### config.mk
export PLATFORM = sky130hd
export DESIGN_NAME = mem_io_ctrl_flat
export DESIGN_NICKNAME = d
export VERILOG_FILES = /design/src/rtl/mem_io_pkg.sv /design/src/rtl/mem_io_ctrl_if.sv /design/src/rtl/mem_io_sw_sync.sv /design/src/rtl/mem_io_ctrl.sv /design/src/flat_wrapper.sv
export SDC_FILE = /design/constraint.sdc
export NUM_CORES = 1
export LEC_CHECK = 0
export CAP_MARGIN = 5
export CORE_MARGIN = 3
export CORE_UTILIZATION = 43
export DETAILED_ROUTE_END_ITERATION = 10
export GPL_TIMING_DRIVEN = 0
export PLACE_DENSITY = 0.89
export SYNTH_ARGS = -nofsm -noshare
export SYNTH_HDL_FRONTEND = slang
export SYNTH_SLANG_ARGS = --single-unit
### constraint.sdc
create_clock -name Clk -period 2.9 [get_ports Clk]
set_input_delay 0.58 -clock Clk [delete_from_list [all_inputs] [get_ports Clk]]
set_output_delay 0.58 -clock Clk [all_outputs]
set_load 0.02 [all_outputs]
### src/rtl/mem_io_pkg.sv
// Shared types for the SLC-3 memory / memory-mapped I/O controller.
package mem_io_pkg;

    localparam int WAIT_CNT_W = 4;

    typedef enum logic [1:0] {
        IDLE,
        SETUP,
        STROBE,
        DONE
    } state_e;

endpackage

### src/rtl/mem_io_ctrl_if.sv
// CPU request/ready bus and async SRAM pins of the memory controller.
// master = CPU side, slave = controller, mem = SRAM device.
interface mem_io_ctrl_if #(
    parameter int ADDR_W = 16,
    parameter int DATA_W = 16
);
    logic              cpu_req;
    logic              cpu_we;
    logic [ADDR_W-1:0] cpu_addr;
    logic [DATA_W-1:0] cpu_wdata;
    logic [DATA_W-1:0] cpu_rdata;
    logic              cpu_ready;
    logic [ADDR_W-1:0] sram_addr;
    logic [DATA_W-1:0] sram_wdata;
    logic [DATA_W-1:0] sram_rdata;
    logic              sram_OE;
    logic              sram_WE;

    modport master (
        output cpu_req, cpu_we, cpu_addr, cpu_wdata,
        input  cpu_rdata, cpu_ready
    );

    modport slave (
        input  cpu_req, cpu_we, cpu_addr, cpu_wdata, sram_rdata,
        output cpu_rdata, cpu_ready, sram_addr, sram_wdata, sram_OE, sram_WE
    );

    modport mem (
        input  sram_addr, sram_wdata, sram_OE, sram_WE,
        output sram_rdata
    );
endinterface

### src/rtl/mem_io_sw_sync.sv
// Two-flop synchronizer for the asynchronous board switches.
module mem_io_sw_sync #(
    parameter int SW_W = 10
) (
    input  logic            Clk,
    input  logic            Reset,
    input  logic [SW_W-1:0] sw_in,
    output logic [SW_W-1:0] sw_out
);
    logic [SW_W-1:0] meta_q;
    logic [SW_W-1:0] sync_q;

    always_ff @(posedge Clk or negedge Reset) begin
        if (!Reset) begin
            meta_q <= '0;
            sync_q <= '0;
        end else begin
            meta_q <= sw_in;
            sync_q <= meta_q;
        end
    end

    assign sw_out = sync_q;
endmodule

### src/rtl/mem_io_ctrl.sv
// SLC-3 memory / MMIO controller: request/ready handshake, SRAM wait states, hex register, switch port.
// Define MEM_IO_SW_SYNC_EN to route Switches through a 2-flop synchronizer.
module mem_io_ctrl
    import mem_io_pkg::*;
#(
    parameter int                ADDR_W      = 16,
    parameter int                DATA_W      = 16,
    parameter int                WAIT_CYCLES = 1,
    parameter int                NUM_HEX     = 4,
    parameter int                SW_W        = 10,
    parameter logic [ADDR_W-1:0] IO_ADDR     = {ADDR_W{1'b1}}
) (
    input  logic                 Clk,
    input  logic                 Reset,
    mem_io_ctrl_if.slave         bus,
    input  logic [SW_W-1:0]      Switches,
    output logic [4*NUM_HEX-1:0] hex_out
);
    state_e                  state_q;
    logic [WAIT_CNT_W-1:0]   cnt_q;
    logic                    we_q;
    logic                    oe_n_q;
    logic                    we_n_q;
    logic                    ready_q;
    logic [ADDR_W-1:0]       addr_q;
    logic [DATA_W-1:0]       wdata_q;
    logic [DATA_W-1:0]       rdata_q;
    logic [4*NUM_HEX-1:0]    hex_q;
    logic [SW_W-1:0]         sw_s;
    logic [DATA_W-1:0]       sw_ext;

`ifdef MEM_IO_SW_SYNC_EN
    mem_io_sw_sync #(.SW_W(SW_W)) u_sw_sync (
        .Clk    (Clk),
        .Reset  (Reset),
        .sw_in  (Switches),
        .sw_out (sw_s)
    );
`else
    assign sw_s = Switches;
`endif

    assign sw_ext = DATA_W'(sw_s);

    always_ff @(posedge Clk or negedge Reset) begin
        if (!Reset) begin
            state_q <= IDLE;
            cnt_q   <= '0;
            we_q    <= 1'b0;
            oe_n_q  <= 1'b1;
            we_n_q  <= 1'b1;
            ready_q <= 1'b0;
            addr_q  <= '0;
            wdata_q <= '0;
            rdata_q <= '0;
            hex_q   <= '0;
        end else begin
            ready_q <= 1'b0;
            case (state_q)
                IDLE: begin
                    if (bus.cpu_req) begin
                        we_q <= bus.cpu_we;
                        if (bus.cpu_addr == IO_ADDR) begin
                            if (bus.cpu_we) hex_q   <= bus.cpu_wdata[4*NUM_HEX-1:0];
                            else            rdata_q <= sw_ext;
                            ready_q <= 1'b1;
                            state_q <= DONE;
                        end else begin
                            // SRAM address/data are valid from SETUP onward to give setup time
                            addr_q  <= bus.cpu_addr;
                            wdata_q <= bus.cpu_wdata;
                            state_q <= SETUP;
                        end
                    end
                end
                SETUP: begin
                    cnt_q   <= WAIT_CNT_W'(WAIT_CYCLES);
                    oe_n_q  <= we_q;
                    we_n_q  <= !we_q;
                    state_q <= STROBE;
                end
                STROBE: begin
                    if (cnt_q == '0) begin
                        if (!we_q) rdata_q <= bus.sram_rdata;
                        oe_n_q  <= 1'b1;
                        we_n_q  <= 1'b1;
                        ready_q <= 1'b1;
                        state_q <= DONE;
                    end else begin
                        cnt_q <= cnt_q - 1'b1;
                    end
                end
                DONE:    state_q <= IDLE;
                default: state_q <= IDLE;
            endcase
        end
    end

    assign bus.cpu_rdata  = rdata_q;
    assign bus.cpu_ready  = ready_q;
    assign bus.sram_addr  = addr_q;
    assign bus.sram_wdata = wdata_q;
    assign bus.sram_OE    = oe_n_q;
    assign bus.sram_WE    = we_n_q;
    assign hex_out        = hex_q;
endmodule
### src/flat_wrapper.sv
// flat-port wrapper written by rule: the top's interface ports become plain ports
module mem_io_ctrl_flat import mem_io_pkg::*;
#(
    parameter int                ADDR_W      = 16,
    parameter int                DATA_W      = 16,
    parameter int                WAIT_CYCLES = 1,
    parameter int                NUM_HEX     = 4,
    parameter int                SW_W        = 10,
    parameter logic [ADDR_W-1:0] IO_ADDR     = {ADDR_W{1'b1}}
)
  (Clk, Reset, Switches, hex_out, bus_cpu_req, bus_cpu_we, bus_cpu_addr, bus_cpu_wdata, bus_sram_rdata, bus_cpu_rdata, bus_cpu_ready, bus_sram_addr, bus_sram_wdata, bus_sram_OE, bus_sram_WE);
  mem_io_ctrl_if #(.ADDR_W(ADDR_W), .DATA_W(DATA_W)) bus_i ();
  input  logic Clk;
  input  logic Reset;
  input  logic [SW_W-1:0] Switches;
  output logic [4*NUM_HEX-1:0] hex_out;
  input wire logic [$bits(bus_i.cpu_req)-1:0] bus_cpu_req;
  input wire logic [$bits(bus_i.cpu_we)-1:0] bus_cpu_we;
  input wire logic [$bits(bus_i.cpu_addr)-1:0] bus_cpu_addr;
  input wire logic [$bits(bus_i.cpu_wdata)-1:0] bus_cpu_wdata;
  input wire logic [$bits(bus_i.sram_rdata)-1:0] bus_sram_rdata;
  output wire logic [$bits(bus_i.cpu_rdata)-1:0] bus_cpu_rdata;
  output wire logic [$bits(bus_i.cpu_ready)-1:0] bus_cpu_ready;
  output wire logic [$bits(bus_i.sram_addr)-1:0] bus_sram_addr;
  output wire logic [$bits(bus_i.sram_wdata)-1:0] bus_sram_wdata;
  output wire logic [$bits(bus_i.sram_OE)-1:0] bus_sram_OE;
  output wire logic [$bits(bus_i.sram_WE)-1:0] bus_sram_WE;
  assign bus_i.cpu_req = bus_cpu_req;
  assign bus_i.cpu_we = bus_cpu_we;
  assign bus_i.cpu_addr = bus_cpu_addr;
  assign bus_i.cpu_wdata = bus_cpu_wdata;
  assign bus_i.sram_rdata = bus_sram_rdata;
  assign bus_cpu_rdata = bus_i.cpu_rdata;
  assign bus_cpu_ready = bus_i.cpu_ready;
  assign bus_sram_addr = bus_i.sram_addr;
  assign bus_sram_wdata = bus_i.sram_wdata;
  assign bus_sram_OE = bus_i.sram_OE;
  assign bus_sram_WE = bus_i.sram_WE;
  mem_io_ctrl #(.ADDR_W(ADDR_W), .DATA_W(DATA_W), .WAIT_CYCLES(WAIT_CYCLES), .NUM_HEX(NUM_HEX), .SW_W(SW_W), .IO_ADDR(IO_ADDR)) u_core (.Clk(Clk), .Reset(Reset), .bus(bus_i), .Switches(Switches), .hex_out(hex_out));
endmodule
==> run metrics, run 1 <==
status=completed; Most used DFF post-synth=dfrtp_1; Final setup viols=0; Final Net Count=about 440; CTS root buffer=clkbuf_8; Fmax=between 300 and 400 MHz; syn_nets=302; Initial Utilization=0.4556; P&R area growth vs syn=52.75%; M3 GR Usage=0.05086; Pwr Density=around 1100 nW/um^2; Clock Path Buffers=2; post-synth top area cell=dfrtp_1; worst-path cell chain=inv_1 > ha_1 > or3b_2 > clkbuf_1 > o21a_1 > a2111oi_4 > buf_6 > mux2_1; largest net degree at the start of global routing=47; clock sinks=74; RSZ-0062 raised after global routing=false; static leakage=between 2 and 2.5 nW; Mean Syn Cell Area=roughly 14 um^2; CP max stage delay=0.44 ns; VDD IR-drop max=between 0.5 and 0.6 mV; busiest grt layer=met2; total congestion overflow=0; total global-route track usage=0.1900; # diodes=0; DRC errors left=0; initial DRC count=53; CTS Buf Count=9; Synth Warn #=0; ratio of cells with drive above 1 in the final layout=0.2513; H-tree depth reported by CTS=3; slew of the pin with the lowest slew margin=~0.70 ns; synthesized area=between 3000 and 4000 um^2; crit-path max FO=10; Final period util=0.9396; I/O Pins=approximately 130; Synth area leaders=dfrtp_1 57%, mux2_2 23%, mux2i_1 2.2%; Post-synth EDFFs=0; Tmin final=roughly 2.7 ns; Crit-path slowest cell=or3b_2; routed vias=between 2,000 and 2,500; critical path arrival=2.94 ns; routed length per placed instance=~16 um; register area share after synthesis=0.5830; Clock Skew=0.01048 ns; number of hold violations in the final report=0; GP Congestion=approximately 0.75; final worst slack=0.1752 ns; worst reg2reg path depth=8; first drt pass iteration count=4; number of synthesized register bits=74; first-pass GRT wire length=roughly 13,000 um; R2R setup slack=0.18 ns; Critical Path End Type=flop; met2 Usage GRT=0.3285; Die Ht=around 92 um; Rel. slew slack=0.5313; antenna-violating nets left=0; max-cap check violation count=0; WL final=approximately 7600 um; CTS tree=done; startpoint types=flop; Synth cell types=30; r2r endpoint=u_core.bus.cpu_rdata[6]$_DFFE_PN0P_; Final Max Slew Viols=0; clock-pin slew on the worst setup and hold paths=~0.08 ns; Hold Crit Class=input pin to asynchronous set/reset pin; Skew-Pair Late Insertion Delay=0.34 ns; initial antenna violation count=0; worst path required time=roughly 3.1 ns; Die Span X=92.01 um; final core utilization=0.6959; core box area=between 6000 and 7000 um^2; met1 Usage GRT=0.2219; DP Worst Slack=-0.3936 ns; top cell type's share of synthesized area=0.5665; row count=30; Synth top cells by count=72 x dfrtp_1, 64 x mux2_2, 14 x inv_1, 14 x nand2_1, 9 x nor2_1; die area=~8500 um^2; Vias/cell=4.862; DP HPWL=roughly 5700 um; PortBufs=128; number of global-route vias before repair=2,617; fraction of registers with async set or reset after synthesis=1.000; origin of the critical flop-to-flop path=u_core.cnt_q[0]$_DFFE_PN0P_; synthesized instance count=around 240; WS Path Type=flop to flop; count leader, synth=dfrtp_1
[critical path, delay by kind of cell, from the launching register on]
| family | cells | cell delay (ns) |
|---|---|---|
| AO/OA/AOI/OAI | 2 | 0.63 |
| adder cells (fa/ha/maj) | 1 | 0.21 |
| buffers and inverters | 3 | 0.55 |
| flip-flops | 1 | 0.43 |
| multiplexers | 1 | 0.34 |
| AND/OR/NAND/NOR | 1 | 0.44 |
[what timing repair did]
| action | in CTS | in global routing |
|---|---|---|
| setup endpoints to repair | 27 | 4 |
| pin swaps | 0 | 1 |
| setup buffers | 0 | 2 |
| hold buffers | 0 | 0 |
| gates resized for setup | 2 | 0 |
[layer usage]
metal  part of all wire  wire [um]
met5                  0          0
met4              0.019        147
met3              0.067        507
met2               0.52       3911
met1               0.40       3007
[worst max path at each step]
stage,from,to,slack (ns),depth (start not counted)
3_5_place_dp,bus_cpu_addr[11],u_core.bus.sram_wdata[7]$_DFFE_PN0P_,-0.39,5
3_3_place_gp,Reset,u_core.hex_out[13]$_DFFE_PN0P_,-1.25,1
2_1_floorplan,u_core.cnt_q[0]$_DFFE_PN0P_,u_core.bus.cpu_rdata[6]$_DFFE_PN0P_,0.41,8
6_report,u_core.cnt_q[0]$_DFFE_PN0P_,u_core.bus.cpu_rdata[6]$_DFFE_PN0P_,0.18,8
5_1_grt,u_core.cnt_q[0]$_DFFE_PN0P_,u_core.bus.cpu_rdata[6]$_DFFE_PN0P_,0.06,8
4_1_cts,bus_cpu_addr[11],u_core.bus.cpu_rdata[6]$_DFFE_PN0P_,0.03,6
[stage by stage]
| stage | TNS [ns] | std cells | hold slack, ns | instance area, um^2 | total power [mW] |
|---|---|---|---|---|---|
| finish | 0 | 478 | 0.1539 | 4858 | 5.121 |
| global placement | -108.39 | 459 | 0.4735 | 4582 | 4.155 |
| CTS | 0 | 476 | 0.1597 | 4843 | 5.154 |
| floorplan | 0 | 235 | 0.2844 | 3181 | 3.143 |
| detailed placement | -17.52 | 460 | 0.4784 | 4607 | 4.237 |
| global route | 0 | 478 | 0.1700 | 4858 | 5.448 |
[area by class of cell]
cell class | count | area, um^2
Clock buffer | 10 | 137.6
Clock inverter | 6 | 88.84
Sequential cell | 74 | 1854
Multi-Input combinational cell | 137 | 1234
Timing Repair Buffer | 131 | 1321
Tap cell | 96 | 120.1
Fill cell | 534 | 2123
Buffer | 10 | 50.05
Inverter | 14 | 52.55
[power by group]
part	switching [mW]	total, mW	internal [mW]
combinational	1.22	2.55	1.33
clock	0.382	0.892	0.509
sequential	0.223	1.68	1.45
[cell usage in the layout, fill, tap and decap left out, drive strengths merged]
master         count
a2111oi            1
a211oi             2
a21boi             1
a21oi              4
a31oi              2
a32o               1
and2               1
and3               1
buf                9
bufinv             2
clkbuf            15
clkdlybuf4s50    127
clkinv             1
clkinvlp           2
dfrtp             72
dfstp              2
ha                 5
inv               15
mux2              68
mux2i              7
nand2             14
nand3              1
nand4              4
nor2               9
nor2b              3
nor3b              1
nor4               1
o21a               1
o21ai              7
o41ai              1
or3b               1
or4                1
[state kept, by name, summed over array words and instances (netlist names)]
register / count
u_core.bus.cpu_ready: 1
u_core.state_q: 2
u_core.hex_out: 16
u_core.cnt_q: 4
u_core.bus.sram_OE: 1
u_core.bus.cpu_rdata: 16
u_core.we_q: 1
u_core.bus.sram_addr: 16
u_core.bus.sram_wdata: 16
u_core.bus.sram_WE: 1
[kinds of logic (layout without fill, tap and decap cells)]
group                    count (synthesis)  after routing  synth area share
flip-flops                              74             74            0.5830
buffers and inverters                   24            171           0.03226
AND/OR/NAND/NOR                         37             37           0.05704
adder cells (fa/ha/maj)                  5              5           0.01967
multiplexers                            75             75            0.2628
AO/OA/AOI/OAI                           20             20           0.04524
Note: power is estimated with default switching activity, not from simulation.
==> run 2, diff against run 1 <==
--- a/config.mk
+++ b/config.mk
@@ -11,6 +11,7 @@
 export DETAILED_ROUTE_END_ITERATION = 10
 export GPL_TIMING_DRIVEN = 0
 export PLACE_DENSITY = 0.89
+export SLEW_MARGIN = 20
 export SYNTH_ARGS = -nofsm -noshare
 export SYNTH_HDL_FRONTEND = slang
 export SYNTH_SLANG_ARGS = --single-unit
==> run 2 against run 1 <==
Compared with the run above: final cell count grew 0.21%; die area is the same; sequential share of layout area shrank 0.069 points; count of clock-buffer cells in the layout is the same; fmax grew 0.40%; non-clock buffer count grew 1; first-iteration DRC count grew 11%; register-to-register slack is essentially flat; clock skew shrank 0.0016 ns; critical path depth shrank 2.
==> run metrics, run 2 (same netlist as run 1, synthesis figures left out) <==
Pwr Density=1049 nW/um^2 (-0.48%); number of hold violations in the final report=0 (unchanged); WS Path Type=input pin to flop; clock-pin slew on the worst setup and hold paths=0.07 ns (about the same); P&R area growth vs syn=53.03%; initial antenna violation count=0 (unchanged); Tmin final=2.714 ns (-0.01096 ns); H-tree depth reported by CTS=3 (unchanged); Net Sw Frac=0.3527 (-0.004402); Hold Crit Class=input pin to asynchronous set/reset pin; Layout Cells excl Fill=479 (+0.21%); CTS tree=done; DRC errors left=0 (unchanged); startpoint types=input pin; final core utilization=0.6971 (+0.001255); GP Congestion=0.7475 (unchanged); row count=30 (unchanged); RSZ-0062 raised after global routing=false; first-pass GRT wire length=12,180 um (-3.3%); Vias/cell=4.837 (-0.51%); Die Span X=92.01 um (unchanged); Final Cell Area=4867 um^2 (+0.18%); VDD IR-drop max=0.5900 mV (-0.42%); Final Net Count=445 (+0.23%); Hold Slack=0.1638 ns (+0.009899 ns); Critical Path End Type=flop; commonest non-fill, non-tap cell in the layout=clkdlybuf4s50_1; I/O Pins=129 (unchanged); DP Worst Slack=-0.3986 ns (-0.005037 ns); clock sinks=74 (unchanged); Fmax=368.5 MHz (+0.40%); Clock Path Buffers=2 (unchanged); setup TNS=0 ns (unchanged); Final setup viols=0 (unchanged); Final period util=0.9358 (-0.003780); routed length per placed instance=15.17 um (-4.2%); Power Total=5.105 mW (-0.30%); initial DRC count=59 (+11%); WL final=7268 um (-4.0%); dpl cell area=4614 um^2 (+0.16%); largest net degree at the start of global routing=47 (unchanged); total global-route track usage=0.1823 (-0.007704); CTS Buf Count=9 (unchanged); Skew-Pair Late Insertion Delay=0.34 ns (about the same); worst reg2reg path depth=8 (unchanged); max-cap check violation count=0 (unchanged); Hold Buf Count CTS=0 (unchanged); # diodes=0 (unchanged); first drt pass iteration count=4 (unchanged); antenna-violating nets left=0 (unchanged); critical path arrival=2.93 ns (about the same); Clock power frac=0.172 (-0.002); Final Max Slew Viols=0 (unchanged); Internal=3.305 mW (+0.38%); crit-path max FO=10 (unchanged); static leakage=2.087 nW (+0.42%); DP HPWL=5694 um (-0.66%); Rel. slew slack=0.5549 (+0.02358); register share of total power=0.328 (about the same); core box area=6982 um^2 (unchanged); dpl cells=460 (unchanged); worst path required time=3.12 ns (about the same); Net Sw Power=1.801 mW (-1.5%); routed vias=2,317 (-0.30%); Clock Skew=0.008891 ns (-0.001587 ns); die area=8465 um^2 (unchanged); CTS root buffer=clkbuf_8; final worst slack=0.1862 ns (+0.01096 ns); commonest non-fill, non-tap cells in the layout=127 x clkdlybuf4s50_1, 72 x dfrtp_1, 64 x mux2_2; ratio of cells with drive above 1 in the final layout=0.2533 (+0.001955); Comb pwr share=0.500 (+0.002); status=completed; slew of the pin with the lowest slew margin=0.6605 ns (-0.03499 ns); PortBufs=128 (unchanged); Initial Utilization=0.4556 (unchanged); Die Ht=92.01 um (unchanged); number of global-route vias before repair=2,573 (-1.7%); total congestion overflow=0 (unchanged)
==> run 2: changes by cell type in the layout (fill, tap and decap cells not counted) <==
| cell | change |
|---|---|
| clkinv_4 | +2 |
| buf_4 | +1 |
| clkinvlp_4 | -1 |
| inv_6 | -1 |
==> run 2: worst max-delay path, cell delays in order <==
cell             delay, ns
clkdlybuf4s50_1       0.48
nand4_1               0.18
or4_4                 0.60
nor2_2                0.37
buf_2                 0.35
mux2_2                0.37
==> run 2: repair_timing <==
item                                    in CTS  in global routing
endpoints found under the setup margin      10                  4
buffers inserted                             0                  3
pin swaps                                    0                  1
gates resized for setup                      1                  0
==> run 2: layout make-up <==
class / instances / area (um^2)
fillers: 523 / 2115
flip-flops and latches: 74 / 1854
repair buffers: 132 / 1329
multi-input cells: 137 / 1234
clock buffers: 10 / 137.6
well taps: 96 / 120.1
clock inverters: 6 / 90.09
inverters: 14 / 52.55
plain buffers: 10 / 50.05
==> run 2: final timing paths <==
kind	start	to	slack [ns]
min in group Clk	u_core.bus.cpu_rdata[7]$_DFFE_PN0P_	u_core.bus.cpu_rdata[7]$_DFFE_PN0P_	0.50
setup reg to reg	u_core.cnt_q[0]$_DFFE_PN0P_	u_core.bus.cpu_rdata[6]$_DFFE_PN0P_	0.19
hold / removal	Reset	u_core.bus.cpu_rdata[11]$_DFFE_PN0P_	0.16
setup / recovery	bus_cpu_addr[15]	u_core.hex_out[10]$_DFFE_PN0P_	0.19
hold reg to reg	u_core.bus.cpu_rdata[7]$_DFFE_PN0P_	u_core.bus.cpu_rdata[7]$_DFFE_PN0P_	0.50
max in group asynchronous	Reset	u_core.bus.sram_OE$_DFFE_PN1P_	2.15
==> run 2: power by group through the flow <==
stage | Combinational, mW | Sequential (mW) | Clock [mW]
finish | 2.55 | 1.68 | 0.878
global route | 2.76 | 1.73 | 0.945
CTS | 2.55 | 1.68 | 0.905
detailed placement | 2.54 | 1.70 | 0
global placement | 2.48 | 1.68 | 0
floorplan | 1.03 | 2.12 | 0
==> run 2: layer usage <==
metal | part of all wire | GRT usage
met1 | 0.39 | 0.2091
met2 | 0.53 | 0.3224
met3 | 0.072 | 0.05250
met4 | 0.016 | 0.06683
met5 | 0 | 0
==> run 3, diff against run 2 <==
--- a/config.mk
+++ b/config.mk
@@ -11,6 +11,7 @@
 export DETAILED_ROUTE_END_ITERATION = 10
 export GPL_TIMING_DRIVEN = 0
 export PLACE_DENSITY = 0.89
+export RECOVER_POWER = 50
 export SLEW_MARGIN = 20
 export SYNTH_ARGS = -nofsm -noshare
 export SYNTH_HDL_FRONTEND = slang
==> run 3 against run 2 <==
Compared with the run above: sequential share of layout area rose by 0.21 points; count of clock-buffer cells in the layout unchanged; worst setup slack worse by 0.00062 ns; register-to-register slack about the same; first-iteration DRC count is 3.4% lower; worst hold slack improved by 0.33 ns; the flow now finishes with violations (capacitance limit).
==> run metrics, run 3 (same netlist as run 1, synthesis figures left out) <==
Final period util=0.9360 (about the same); static leakage=2.117 nW (+1.4%); Final Net Count=445 (unchanged); status=finished, violations left; GP Congestion=0.7475 (unchanged); routed vias=2,325 (+0.35%); failing checks=capacitance limit; Power Total=5.025 mW (-1.6%); number of hold violations in the final report=0 (unchanged); # fillers=526 (+0.57%); PortBufs=128 (unchanged); DP HPWL=5694 um (unchanged); I/O Pins=129 (unchanged); routed length per placed instance=15.15 um (-0.17%); CTS Buf Count=9 (unchanged); first drt pass iteration count=4 (unchanged); Multi-input gate area=1234 um^2 (unchanged); DRC errors left=0 (unchanged); VDD IR-drop max=0.5882 mV (-0.31%); r2r endpoint=u_core.bus.cpu_rdata[6]$_DFFE_PN0P_; register share of total power=0.332 (+0.004); clock-pin slew on the worst setup and hold paths=0.07 ns (about the same); dpl cell area=4614 um^2 (unchanged); row count=30 (unchanged); WL final=7256 um (-0.17%); commonest non-fill, non-tap cells in the layout=95 x clkdlybuf4s50_1, 72 x dfrtp_1, 64 x mux2_2; Initial Utilization=0.4556 (unchanged); H-tree depth reported by CTS=3 (unchanged); max-cap check violation count=1 (+1); P&R area growth vs syn=52.20%; Hold Slack=0.4959 ns (+0.3320 ns); Final Cell Area=4841 um^2 (-0.54%); Critical Path End Type=flop; ratio of cells with drive above 1 in the final layout=0.2507 (-0.002611); first-pass GRT wire length=12,180 um (unchanged); worst reg2reg path depth=8 (unchanged); Hold Crit Class=flop to flop; initial DRC count=57 (-3.4%); Clock Skew=0.008888 ns (-0.000003000 ns); RSZ-0062 raised after global routing=false; Tmin final=2.714 ns (+0.0006230 ns); Comb pwr share=0.494 (-0.006); CTS tree=done; worst path required time=3.12 ns (about the same); largest net degree at the start of global routing=47 (unchanged); origin of the critical flop-to-flop path=u_core.cnt_q[0]$_DFFE_PN0P_; Die Span X=92.01 um (unchanged); Internal=3.233 mW (-2.2%); Final setup viols=0 (unchanged); Final Max Slew Viols=0 (unchanged); CTS root buffer=clkbuf_8; core box area=6982 um^2 (unchanged); Worst setup endpoint=u_core.hex_out[10]$_DFFE_PN0P_; WS Path Type=input pin to flop; total global-route track usage=0.1823 (unchanged); Fmax=368.4 MHz (about the same); Die Ht=92.01 um (unchanged); clock sinks=74 (unchanged); total congestion overflow=0 (unchanged); # diodes=0 (unchanged); Skew-Pair Late Insertion Delay=0.34 ns (about the same); Net Sw Frac=0.3566 (+0.003887); register area=1854 um^2 (unchanged); Clock Path Buffers=2 (unchanged); number of global-route vias before repair=2,573 (unchanged); Rel. slew slack=0.0006809 (-0.5542); initial antenna violation count=0 (unchanged); die area=8465 um^2 (unchanged); Net Sw Power=1.792 mW (-0.50%); critical path arrival=2.93 ns (about the same); R2R setup slack=0.19 ns (about the same); Clock power frac=0.175 (+0.003); antenna-violating nets left=0 (unchanged); startpoint types=input pin; crit-path max FO=10 (unchanged); Pwr Density=1038 nW/um^2 (-1.0%); slew of the pin with the lowest slew margin=1.499 ns (+0.8385 ns); Hold Buf Count CTS=0 (unchanged); Critical Path Start=bus_cpu_addr[15]; commonest non-fill, non-tap cell in the layout=clkdlybuf4s50_1; Vias/cell=4.854 (+0.35%)
[run 3: what timing repair did]
| item | 4_1_cts | 5_1_grt |
|---|---|---|
| buffers inserted | 0 | 3 |
| hold endpoints to repair | 0 | 0 |
| pin swaps | 0 | 1 |
| gates resized for setup | 1 | 0 |
| setup endpoints to repair | 10 | 4 |
[run 3: worst max-delay path: stages]
cell	delay [ns]
clkdlybuf4s50_1	0.48
nand4_1	0.18
or4_4	0.60
nor2_2	0.37
buf_2	0.35
mux2_2	0.37
[run 3: layout make-up]
| class | instances | area share |
|---|---|---|
| plain buffers | 10 | 0.01034 |
| flip-flops and latches | 74 | 0.3830 |
| inverters | 14 | 0.01086 |
| repair buffers | 132 | 0.2691 |
| clock buffers | 10 | 0.02843 |
| clock inverters | 6 | 0.01861 |
| multi-input cells | 137 | 0.2548 |
| well taps | 96 | 0.02481 |
[run 3: how the worst min path moves through the flow]
stage,startpoint,end,slack (ns),depth (start not counted)
after floorplan,Reset,u_core.bus.cpu_rdata[0]$_DFFE_PN0P_,0.28,0
after global placement,u_core.bus.cpu_rdata[6]$_DFFE_PN0P_,u_core.bus.cpu_rdata[6]$_DFFE_PN0P_,0.47,1
after detailed placement,u_core.bus.cpu_rdata[8]$_DFFE_PN0P_,u_core.bus.cpu_rdata[8]$_DFFE_PN0P_,0.48,1
after CTS,Reset,u_core.bus.cpu_rdata[11]$_DFFE_PN0P_,0.17,1
after global routing,u_core.bus.cpu_rdata[8]$_DFFE_PN0P_,u_core.bus.cpu_rdata[8]$_DFFE_PN0P_,0.52,1
final,u_core.bus.cpu_rdata[7]$_DFFE_PN0P_,u_core.bus.cpu_rdata[7]$_DFFE_PN0P_,0.50,1
[run 3: routing by layer]
metal / global-route usage / part of all wire
met1: 0.2091 / 0.39
met2: 0.3224 / 0.53
met3: 0.05250 / 0.070
met4: 0.06683 / 0.016
met5: 0 / 0
[run 3: stage by stage]
stage                 util  cells  TNS [ns]  worst slack, ns
CTS                 0.6939    476         0          0.02319
detailed placement  0.6609    460    -7.007          -0.3986
global route        0.6934    479         0          0.01557
global placement    0.6563    459   -108.39           -1.247
finish              0.6934    479         0           0.1856
floorplan                -    235         0           0.4123
[run 3: power by group through the flow]
stage	clock [mW]	sequential, mW	combinational [mW]
3_3_place_gp	0	1.68	2.48
6_report	0.878	1.67	2.48
5_1_grt	0.945	1.72	2.69
4_1_cts	0.905	1.68	2.55
3_5_place_dp	0	1.70	2.54
2_1_floorplan	0	2.12	1.03
